File: config.mk
export PLATFORM = sky130hd
export DESIGN_NAME = pid_controller_pl_flat
export DESIGN_NICKNAME = d
export VERILOG_FILES = /design/src/rtl/pid_controller_pl_if.sv /design/src/rtl/pid_controller_pl.sv /design/src/flat_wrapper.sv
export SDC_FILE = /design/constraint.sdc
export NUM_CORES = 1
export LEC_CHECK = 0
export CAP_MARGIN = 0
export CORE_ASPECT_RATIO = 1.2
export CORE_MARGIN = 2
export CORE_UTILIZATION = 62
export DETAILED_ROUTE_END_ITERATION = 10
export PLACE_DENSITY = 0.81
export SLEW_MARGIN = 20
export SYNTH_ARGS = -nofsm -noshare
export SYNTH_HDL_FRONTEND = slang
export SYNTH_SLANG_ARGS = --single-unit
File: constraint.sdc
create_clock -name clk -period 14.5 [get_ports clk]
set_input_delay 1.45 -clock clk [delete_from_list [all_inputs] [get_ports clk]]
set_output_delay 1.45 -clock clk [all_outputs]
set_load 0.02 [all_outputs]
File: src/rtl/pid_controller_pl_if.sv
// Sample/result bundle between the sampling logic, the PID block and the actuator stage.
// Latency: none (wires only).
// Backpressure: sample_ready from the slave qualifies sample_valid; results are not backpressured.
interface pid_controller_pl_if #(
  parameter int W  = 8,
  parameter int GW = 8
) ();
  logic          sample_valid;
  logic          sample_ready;
  logic [W-1:0]  setpoint;
  logic [W-1:0]  feedback;
  logic [GW-1:0] kp;
  logic [GW-1:0] ki;
  logic [GW-1:0] kd;
  logic          int_clear;
  logic          out_valid;
  logic [W-1:0]  control_out;

  modport master (
    output sample_valid, setpoint, feedback, kp, ki, kd, int_clear,
    input  sample_ready, out_valid, control_out
  );

  modport slave (
    input  sample_valid, setpoint, feedback, kp, ki, kd, int_clear,
    output sample_ready, out_valid, control_out
  );
endinterface

File: src/rtl/pid_controller_pl.sv
// PID controller with one time-shared multiplier, saturating integral and derivative term.
// Latency: out_valid pulses in the cycle after the 5th rising edge following the accept edge.
// Backpressure: sample_ready is high only when idle; offers made while busy are ignored.
module pid_controller_pl #(
  parameter int W       = 8,
  parameter int GW      = 8,
  parameter int FRAC    = 4,
  parameter int ACCW    = 24,
  parameter int INT_LIM = 4095
) (
  input logic              clk,
  input logic              rst_n,
  pid_controller_pl_if.slave bus
);
  // Full product width of an unsigned gain times a signed (W+2)-bit operand.
  localparam int PW = GW + W + 3;

  localparam logic signed [ACCW:0]   LIM_P = (ACCW+1)'(INT_LIM);
  localparam logic signed [ACCW:0]   LIM_N = -LIM_P;
  localparam logic signed [ACCW-1:0] Y_MAX = ACCW'((1 << W) - 1);

  typedef enum logic [2:0] {
    S_IDLE = 3'd0,
    S_ERR  = 3'd1,
    S_MP   = 3'd2,
    S_MI   = 3'd3,
    S_MD   = 3'd4,
    S_OUT  = 3'd5
  } state_t;

  state_t state_q, state_d;

  logic sample_ready;
  logic ld_sample, do_err, do_mp, do_mi, do_md, do_out;

  logic [W-1:0]           sp_q, fb_q;
  logic [GW-1:0]          kp_q, ki_q, kd_q;
  logic signed [W:0]      err_q, prev_err_q;
  logic signed [W+1:0]    de_q;
  logic                   have_prev_q;
  logic signed [ACCW-1:0] integral_q, acc_q;
  logic                   out_valid_q;
  logic [W-1:0]           control_out_q, control_out_d;

  logic signed [W:0]      err_calc;
  logic signed [W+1:0]    de_calc;
  logic                   hp_eff;
  logic [GW-1:0]          mul_gain;
  logic signed [W+1:0]    mul_opnd;
  logic signed [PW-1:0]   mul_a, mul_b, prod;
  logic signed [ACCW-1:0] prod_ext;
  logic signed [ACCW:0]   int_sum;
  logic signed [ACCW-1:0] int_clamped, int_new;
  logic signed [ACCW-1:0] y;

  // State register
  always_ff @(posedge clk or negedge rst_n) begin
    if (!rst_n) state_q <= S_IDLE;
    else        state_q <= state_d;
  end

  // Next state: fixed walk through the multiply phases once a sample is taken
  always_comb begin
    state_d = state_q;
    case (state_q)
      S_IDLE:  if (bus.sample_valid) state_d = S_ERR;
      S_ERR:   state_d = S_MP;
      S_MP:    state_d = S_MI;
      S_MI:    state_d = S_MD;
      S_MD:    state_d = S_OUT;
      S_OUT:   state_d = S_IDLE;
      default: state_d = S_IDLE;
    endcase
  end

  // Output decode: handshake and per-phase datapath enables
  always_comb begin
    sample_ready = 1'b0;
    ld_sample    = 1'b0;
    do_err       = 1'b0;
    do_mp        = 1'b0;
    do_mi        = 1'b0;
    do_md        = 1'b0;
    do_out       = 1'b0;
    case (state_q)
      S_IDLE: begin
        sample_ready = 1'b1;
        ld_sample    = bus.sample_valid;
      end
      S_ERR:   do_err = 1'b1;
      S_MP:    do_mp  = 1'b1;
      S_MI:    do_mi  = 1'b1;
      S_MD:    do_md  = 1'b1;
      S_OUT:   do_out = 1'b1;
      default: ;
    endcase
  end

  // A clear on the same edge already counts as "no history" for the derivative.
  assign hp_eff   = have_prev_q & ~bus.int_clear;
  assign err_calc = $signed({1'b0, sp_q}) - $signed({1'b0, fb_q});
  assign de_calc  = $signed({err_calc[W], err_calc}) - $signed({prev_err_q[W], prev_err_q});

  // Shared multiplier operand select
  always_comb begin
    mul_gain = '0;
    mul_opnd = '0;
    case (state_q)
      S_MP: begin
        mul_gain = kp_q;
        mul_opnd = {err_q[W], err_q};
      end
      S_MI: begin
        mul_gain = ki_q;
        mul_opnd = {err_q[W], err_q};
      end
      S_MD: begin
        mul_gain = kd_q;
        mul_opnd = de_q;
      end
      default: ;
    endcase
  end

  // Operands widened to the full product width so the product cannot truncate.
  assign mul_a    = $signed({{(PW-GW){1'b0}}, mul_gain});
  assign mul_b    = $signed({{(PW-W-2){mul_opnd[W+1]}}, mul_opnd});
  assign prod     = mul_a * mul_b;
  assign prod_ext = {{(ACCW-PW){prod[PW-1]}}, prod};

  // One extra bit on the integral sum so the clamp compare never sees a wrapped value.
  assign int_sum = $signed({integral_q[ACCW-1], integral_q}) + $signed({prod_ext[ACCW-1], prod_ext});

  // Integral anti-windup clamp; a concurrent clear forces the new integral to zero
  always_comb begin
    if (int_sum > LIM_P)      int_clamped = LIM_P[ACCW-1:0];
    else if (int_sum < LIM_N) int_clamped = LIM_N[ACCW-1:0];
    else                      int_clamped = int_sum[ACCW-1:0];
    int_new = bus.int_clear ? '0 : int_clamped;
  end

  assign y = acc_q >>> FRAC;

  // Output saturation into the unsigned actuator range
  always_comb begin
    if (y[ACCW-1])     control_out_d = '0;
    else if (y > Y_MAX) control_out_d = '1;
    else               control_out_d = y[W-1:0];
  end

  // Capture operands and gains on the accept edge only
  always_ff @(posedge clk or negedge rst_n) begin
    if (!rst_n) begin
      sp_q <= '0;
      fb_q <= '0;
      kp_q <= '0;
      ki_q <= '0;
      kd_q <= '0;
    end else if (ld_sample) begin
      sp_q <= bus.setpoint;
      fb_q <= bus.feedback;
      kp_q <= bus.kp;
      ki_q <= bus.ki;
      kd_q <= bus.kd;
    end
  end

  // Error and derivative delta
  always_ff @(posedge clk or negedge rst_n) begin
    if (!rst_n) begin
      err_q <= '0;
      de_q  <= '0;
    end else if (do_err) begin
      err_q <= err_calc;
      de_q  <= hp_eff ? de_calc : '0;
    end
  end

  // Accumulator: P term, then integral, then D term
  always_ff @(posedge clk or negedge rst_n) begin
    if (!rst_n)     acc_q <= '0;
    else if (do_mp) acc_q <= prod_ext;
    else if (do_mi) acc_q <= acc_q + int_new;
    else if (do_md) acc_q <= acc_q + prod_ext;
  end

  // Integral and derivative history; int_clear wins over any update on the same edge
  always_ff @(posedge clk or negedge rst_n) begin
    if (!rst_n) begin
      integral_q  <= '0;
      have_prev_q <= 1'b0;
      prev_err_q  <= '0;
    end else begin
      if (bus.int_clear) begin
        integral_q  <= '0;
        have_prev_q <= 1'b0;
      end else begin
        if (do_mi)  integral_q  <= int_clamped;
        if (do_out) have_prev_q <= 1'b1;
      end
      if (do_out) prev_err_q <= err_q;
    end
  end

  // Result register and one-cycle valid pulse
  always_ff @(posedge clk or negedge rst_n) begin
    if (!rst_n) begin
      out_valid_q   <= 1'b0;
      control_out_q <= '0;
    end else begin
      out_valid_q <= do_out;
      if (do_out) control_out_q <= control_out_d;
    end
  end

  assign bus.sample_ready = sample_ready;
  assign bus.out_valid    = out_valid_q;
  assign bus.control_out  = control_out_q;
endmodule
File: src/flat_wrapper.sv
// flat-port wrapper written by rule: the top's interface ports become plain ports
module pid_controller_pl_flat 
#(
  parameter int W       = 8,
  parameter int GW      = 8,
  parameter int FRAC    = 4,
  parameter int ACCW    = 24,
  parameter int INT_LIM = 4095
)
  (clk, rst_n, bus_sample_valid, bus_setpoint, bus_feedback, bus_kp, bus_ki, bus_kd, bus_int_clear, bus_sample_ready, bus_out_valid, bus_control_out);
  pid_controller_pl_if #(.W(W), .GW(GW)) bus_i ();
  input logic clk;
  input logic rst_n;
  input wire logic [$bits(bus_i.sample_valid)-1:0] bus_sample_valid;
  input wire logic [$bits(bus_i.setpoint)-1:0] bus_setpoint;
  input wire logic [$bits(bus_i.feedback)-1:0] bus_feedback;
  input wire logic [$bits(bus_i.kp)-1:0] bus_kp;
  input wire logic [$bits(bus_i.ki)-1:0] bus_ki;
  input wire logic [$bits(bus_i.kd)-1:0] bus_kd;
  input wire logic [$bits(bus_i.int_clear)-1:0] bus_int_clear;
  output wire logic [$bits(bus_i.sample_ready)-1:0] bus_sample_ready;
  output wire logic [$bits(bus_i.out_valid)-1:0] bus_out_valid;
  output wire logic [$bits(bus_i.control_out)-1:0] bus_control_out;
  assign bus_i.sample_valid = bus_sample_valid;
  assign bus_i.setpoint = bus_setpoint;
  assign bus_i.feedback = bus_feedback;
  assign bus_i.kp = bus_kp;
  assign bus_i.ki = bus_ki;
  assign bus_i.kd = bus_kd;
  assign bus_i.int_clear = bus_int_clear;
  assign bus_sample_ready = bus_i.sample_ready;
  assign bus_out_valid = bus_i.out_valid;
  assign bus_control_out = bus_i.control_out;
  pid_controller_pl #(.W(W), .GW(GW), .FRAC(FRAC), .ACCW(ACCW), .INT_LIM(INT_LIM)) u_core (.clk(clk), .rst_n(rst_n), .bus(bus_i));
endmodule
### Word-level counts from Yosys, hierarchy flattened

Cells that the tools add are included.

| cells by class | value |
|---|---|
| $add $sub $neg | 5 |
| $mul | 1 |
| magnitude comparators | 3 |
| eq/ne operators | 6 |
| mux-type cells | 24 |
| bitwise gates (word level) | 2 |
| reductions and logical operators | 5 |

Operators with widths:

| kind | number |
|---|---|
| $mux 24 | 8 |
| $add 24x19->25 | 1 |
| $gt 25x13->1 const B | 1 |
| $lt 25x13->1 const B | 1 |
| $add 24x19->24 | 1 |
| $add 24x24->24 | 1 |
| $pmux 8 s3 | 1 |
| $gt 20x9->1 const B | 1 |
| $pmux 10 s2 | 1 |
| $mul 9x10->19 | 1 |
| $mux 8 | 2 |
| $pmux 3 s5 | 1 |
| $mux 10 | 1 |
| $sub 9x9->10 | 1 |
| $mux 1 | 9 |
| $sub 8x8->9 | 1 |
| $eq 3x2->1 const B | 2 |
| $eq 3x3->1 const B | 2 |
| $reduce_bool 2->1 | 2 |
| $eq 3x1->1 const B | 1 |
| $logic_not 3->1 | 1 |
| $mux 3 | 1 |
| $reduce_bool 3->1 | 1 |
| $ne 2x2->1 const B | 1 |
| other kinds (3) | 3 |

| word-level totals | value |
|---|---|
| register bits after elaboration | 129 |
| bits of input ports | 44 |
| output and inout port bits | 10 |
| word-level logic and storage cells | 60 |

### Logic depth before layout (Yosys ltp)

| logic depth | value |
|---|---|
| depth after elaboration | 12 |
| mapped depth | 50 |
| depth with buffers taken out | 47 |

### Worst setup path after synthesis

Ideal clock, no wire load.

| timing | value |
|---|---|
| path kind | reg-to-reg |
| start | reg u_core.state_q[2] |
| end | reg u_core.acc_q[22] |
| setup time | 0.136 ns |
| data arrival time | 10.850 ns |
| required time | 14.364 ns |
| setup slack | 3.514 ns |
| stages on the path, launching flop included | 47 |
| buffers on the path | 4 |
| period minus slack after synthesis | 10.986 ns |
| path through | dfrtp_1 > nor2b_1 > clkbuf_1 > nor2b_1 > clkbuf_1 > clkbuf_1 > a22o_1 > nand2_1 > fa_1 > inv_1 > fa_1 > fa_1 > inv_1 > fa_1 > inv_1 > ha_1 > a21oi_1 > a21boi_0 > [11 not listed] > a21oi_1 > o2111ai_1 > or4_1 > or2_0 > a21oi_1 > o22ai_1 > ha_1 > fa_1 > a21o_1 > a21o_1 > a221oi_1 > o211ai_1 > a31oi_1 > o21ai_0 > a31oi_1 > o21ai_0 > mux2i_1 > a21oi_1 |

| between the ends | value |
|---|---|
| longest elaborated chain between the ends | 12 |
| elaborated cells on any way between the ends | 22 |
| classes of those cells | 3 x add/sub; 1 x mul; 2 x order compare; 3 x eq/ne; 11 x mux; 2 x reduce/logical |

RTL lines:

| item | RTL line | source |
|---|---|---|
| from (decl) | pid_controller_pl.sv:31 | `state_t state_q, state_d;` |
| from (signal assigned) | pid_controller_pl.sv:59 | `else state_q <= state_d;` |
| $eq 3x2->1 | pid_controller_pl.sv:85, pid_controller_pl.sv:108 |  |
| $reduce_or 2->1 (no line) | - |  |
| $pmux 10 s2 | pid_controller_pl.sv:108 | `case (state_q)` |
| $mul 9x10->19 | pid_controller_pl.sv:128 | `assign prod = mul_a * mul_b;` |
| $add 24x19->25 | pid_controller_pl.sv:132 | `assign int_sum = $signed({integral_q[ACCW-1], integral_q}) + $signed({prod_ext[ACCW-1], prod_ext});` |
| $lt 25x13->1 | pid_controller_pl.sv:137 | `else if (int_sum < LIM_N) int_clamped = LIM_N[ACCW-1:0];` |
| $mux 24 | pid_controller_pl.sv:137 |  |
| $mux 24 | pid_controller_pl.sv:136 | `if (int_sum > LIM_P) int_clamped = LIM_P[ACCW-1:0];` |
| $mux 24 | pid_controller_pl.sv:139 | `int_new = bus.int_clear ? '0 : int_clamped;` |
| $add 24x24->24 | pid_controller_pl.sv:183 | `else if (do_mi) acc_q <= acc_q + int_new;` |
| $mux 24 | pid_controller_pl.sv:183 |  |
| $mux 24 | pid_controller_pl.sv:182 | `else if (do_mp) acc_q <= prod_ext;` |
| to (signal assigned) | pid_controller_pl.sv:182 |  |
| to (signal assigned) | pid_controller_pl.sv:183 |  |
| to (signal assigned) | pid_controller_pl.sv:184 | `else if (do_md) acc_q <= acc_q + prod_ext;` |
| to (decl) | pid_controller_pl.sv:41 | `logic signed [ACCW-1:0] integral_q, acc_q;` |

Several ways; a longest one is shown, not always the timed one. The select of a mux whose other input is x is not followed.
A chain may end at the register's enable or synchronous reset.

### Worst setup path in the final report

| timing | value |
|---|---|
| start | reg u_core.state_q[1] |
| end | reg u_core.acc_q[22] |

Same word-level chain as after synthesis.

==> metrics.md <==
| Metric | Value |
|---|---|
| Outcome | `completed` |
| Post-CTS Hold Buffers | `0` |
| Vias | `9931` |
| Largest net degree at the start of global routing | `83` |
| R2R Path Start | `u_core.state_q[1]$_DFFE_PN0P_` |
| Setup Crit Path Kind | `register to register` |
| GRT Util Overall | `0.3140` |
| Worst-Margin Slew | `0.9866 ns` |
| CP endpoint kind | `register` |
| Drt drc | `0` |
| H-tree lvl count | `4` |
| Worst reg2reg setup slack | `1.65 ns` |
| Tcrit/Tclk final | `0.8859` |
| Die X | `129.9 µm` |
| Slew Viols, Final | `0` |
| Commonest non-fill, non-tap cell in the layout | `inv_1` |
| Tmin final | `12.85 ns` |
| Top cell family by delay on the critical path | `compound AO/OA/AOI/OAI gates` |
| Crit. Startpoint | `u_core.state_q[1]$_DFFE_PN0P_` |
| Post-Syn Area | `11790 µm²` |
| CTS root buffer | `clkbuf_16` |
| Worst-path clk slew | `0.07 ns` |
| Post-CTS setup buffer count | `0` |
| Slew HR | `0.3423` |
| Synthesis warning total | `0` |
| Min-delay src | `u_core.bus.control_out[6]$_DFFE_PN0P_` |
| Worst-path maximum fanout | `28` |
| Hold depth | `2` |
| CTS tree | `built` |
| Final Hold Viols | `0` |
| Die area | `20140 µm²` |
| Starting Density | `0.6297` |
| CP Data Arrival Time | `13.11 ns` |
| Ys flop type | `dfrtp_1` |
| Slowest-stage cell, CP | `nor2_2` |
| Mean Syn Cell Area | `8.856 µm²` |
| Die Ht | `155.0 µm` |
| Area leader, netlist | `dfrtp_1` |
| # port buffers | `53` |
| CP most frequent cell | `inv_1` |
| Maxcap violations | `0` |
| Core area | `18720 µm²` |
| Clock Latency Late Sink | `0.44 ns` |
| # rows | `55` |
| RSZ-0062 raised after global routing | `no` |
| First-pass iteration count of the detailed router | `7` |
| Top-Level Pins | `54` |
| Crit path buf inv count | `7` |
| Most frequent cells in the layout | `inv_1 (157), nand2_1 (138), dfrtp_1 (129), nor2_1 (121), ha_1 (104)` |
| Mapped Nets | `1549` |
| Setup TNS Final | `0 ns` |
| Yosys cell types | `78` |
| Worst r2r dst | `u_core.acc_q[22]$_DFFE_PN0P_` |
| Cts bufs inserted | `17` |
| Drt via density | `6.078` |
| Layout cells sized above 1 | `0.07475` |
| Vias in the first global route | `10310` |
| Gr ovfl total | `0` |
| ANT cells | `0` |
| Post-CTS sizing | `0` |
| Synth Instances | `1331` |
| WL per Instance | `18.34 µm` |
| Antenna violations before repair | `0` |
| Finish-stage setup viols | `0` |
| Critical path's largest stage delay | `0.68 ns` |
| Clk buf depth | `2` |
| Clk_skew | `0.01545 ns` |
| Hold Path End | `u_core.bus.control_out[6]$_DFFE_PN0P_` |
| Number of enable flip-flop cells after synthesis | `0` |
| Syn-to-layout area delta | `11.10%` |
| Antenna Nets Post-Route | `0` |
| Final net count | `1583` |
| Final RePlAce weighted congestion | `1.005` |
| CP required | `14.77 ns` |
| CTS Sinks | `129` |
| Register bit total from synthesis | `129` |
| Peak Freq | `77.85 MHz` |
| Iteration-0 DRC Markers | `693` |
| Sequential share of the synthesized area | `0.2739` |
| Drt total wl | `29970 µm` |
| Min-Delay Path Class | `register to register` |
| Synth top area cells | `dfrtp_1 (27%), fa_1 (12%), ha_1 (11%)` |
| R2R cell count | `44` |
| Share of Yosys cell area claimed by the top area cell type | `0.2739` |
| Worst Setup Start Kind | `register` |
| Post-synth ARST share | `1.000` |
| First-pass GRT wire length | `49740 µm` |
| Detailed placement HPWL | `23180 µm` |
cells in the mapped netlist (all sizes together) (17+ instances only):
cell type / n
inv: 157
nand2: 138
dfrtp: 129
nor2: 122
ha: 104
o21ai: 81
a21oi: 74
fa: 70
xnor2: 44
mux2: 40
clkbuf: 38
a21o: 37
a22oi: 24
a221o: 22
nor3: 20
nand3: 18
nand2b: 17
xor2: 17
through the flow:
| stage | util | cell area (µm²) | setup slack [ns] | hold slack (ns) | cells |
|---|---|---|---|---|---|
| 2_1_floorplan | - | 11790 | 3.514 | 0.4507 | 1331 |
| 3_3_place_gp | 0.6668 | 12480 | 2.140 | 0.4593 | 1602 |
| 3_5_place_dp | 0.6668 | 12480 | 1.824 | 0.4697 | 1602 |
| 4_1_cts | 0.6995 | 13090 | 1.756 | 0.4846 | 1634 |
| 5_1_grt | 0.6997 | 13100 | 0.6377 | 0.5100 | 1634 |
| 6_report | 0.6997 | 13100 | 1.654 | 0.4800 | 1634 |
state kept, by name, summed over array words and instances, names as in the netlist:
name,count
u_core.acc_q,24
u_core.bus.control_out,8
u_core.bus.out_valid,1
u_core.de_q,10
u_core.err_q,9
u_core.fb_q,8
u_core.have_prev_q,1
u_core.integral_q,24
u_core.kd_q,8
u_core.ki_q,8
u_core.kp_q,8
u_core.prev_err_q,9
u_core.sp_q,8
u_core.state_q,3
cells by family after synthesis:
group	after synthesis	synth area share
xor gates and xnor gates	61	0.04532
buffers and inverters	204	0.06921
and+or+nand+nor	372	0.1420
AOI/OAI and AO/OA	348	0.1996
muxes	43	0.04076
adders and majority gates	174	0.2293
DFF	129	0.2739
tightest hold or removal path, cell delays in order (launching register included):
cell and delay (ns):
dfrtp_1 0.34, nand2_1 0.05, o31ai_1 0.05
worst max-delay path by stage:
stage,to,slack [ns],cells past startpoint
after floorplan,u_core.acc_q[22]$_DFFE_PN0P_,3.51,46
after global placement,u_core.acc_q[22]$_DFFE_PN0P_,2.14,44
after detailed placement,u_core.acc_q[22]$_DFFE_PN0P_,1.82,44
after CTS,u_core.acc_q[22]$_DFFE_PN0P_,1.76,44
after global routing,u_core.acc_q[22]$_DFFE_PN0P_,0.64,44
final,u_core.acc_q[22]$_DFFE_PN0P_,1.65,44
metal layers:
metal,up-vias,share of wire,GRT usage,wire [µm]
li1,4694,-,-,-
met1,4844,0.38,0.3597,11310
met2,305,0.53,0.5729,15950
met3,88,0.044,0.03920,1333
met4,0,0.046,0.1510,1374
met5,-,0,0,0
area by class of cell:
class / count / area, µm²
clock buffer: 17 / 425.4
clock inverter: 15 / 186.4
fill: 1493 / 5622
timing repair buffer: 61 / 595.6
inverter: 158 / 593.1
multi-input combinational: 998 / 7747
tap: 256 / 320.3
sequential: 129 / 3228
Power is left out: the tool's default activity adds up to more than one toggle a clock period on the data nets, which glitch-free logic cannot reach.
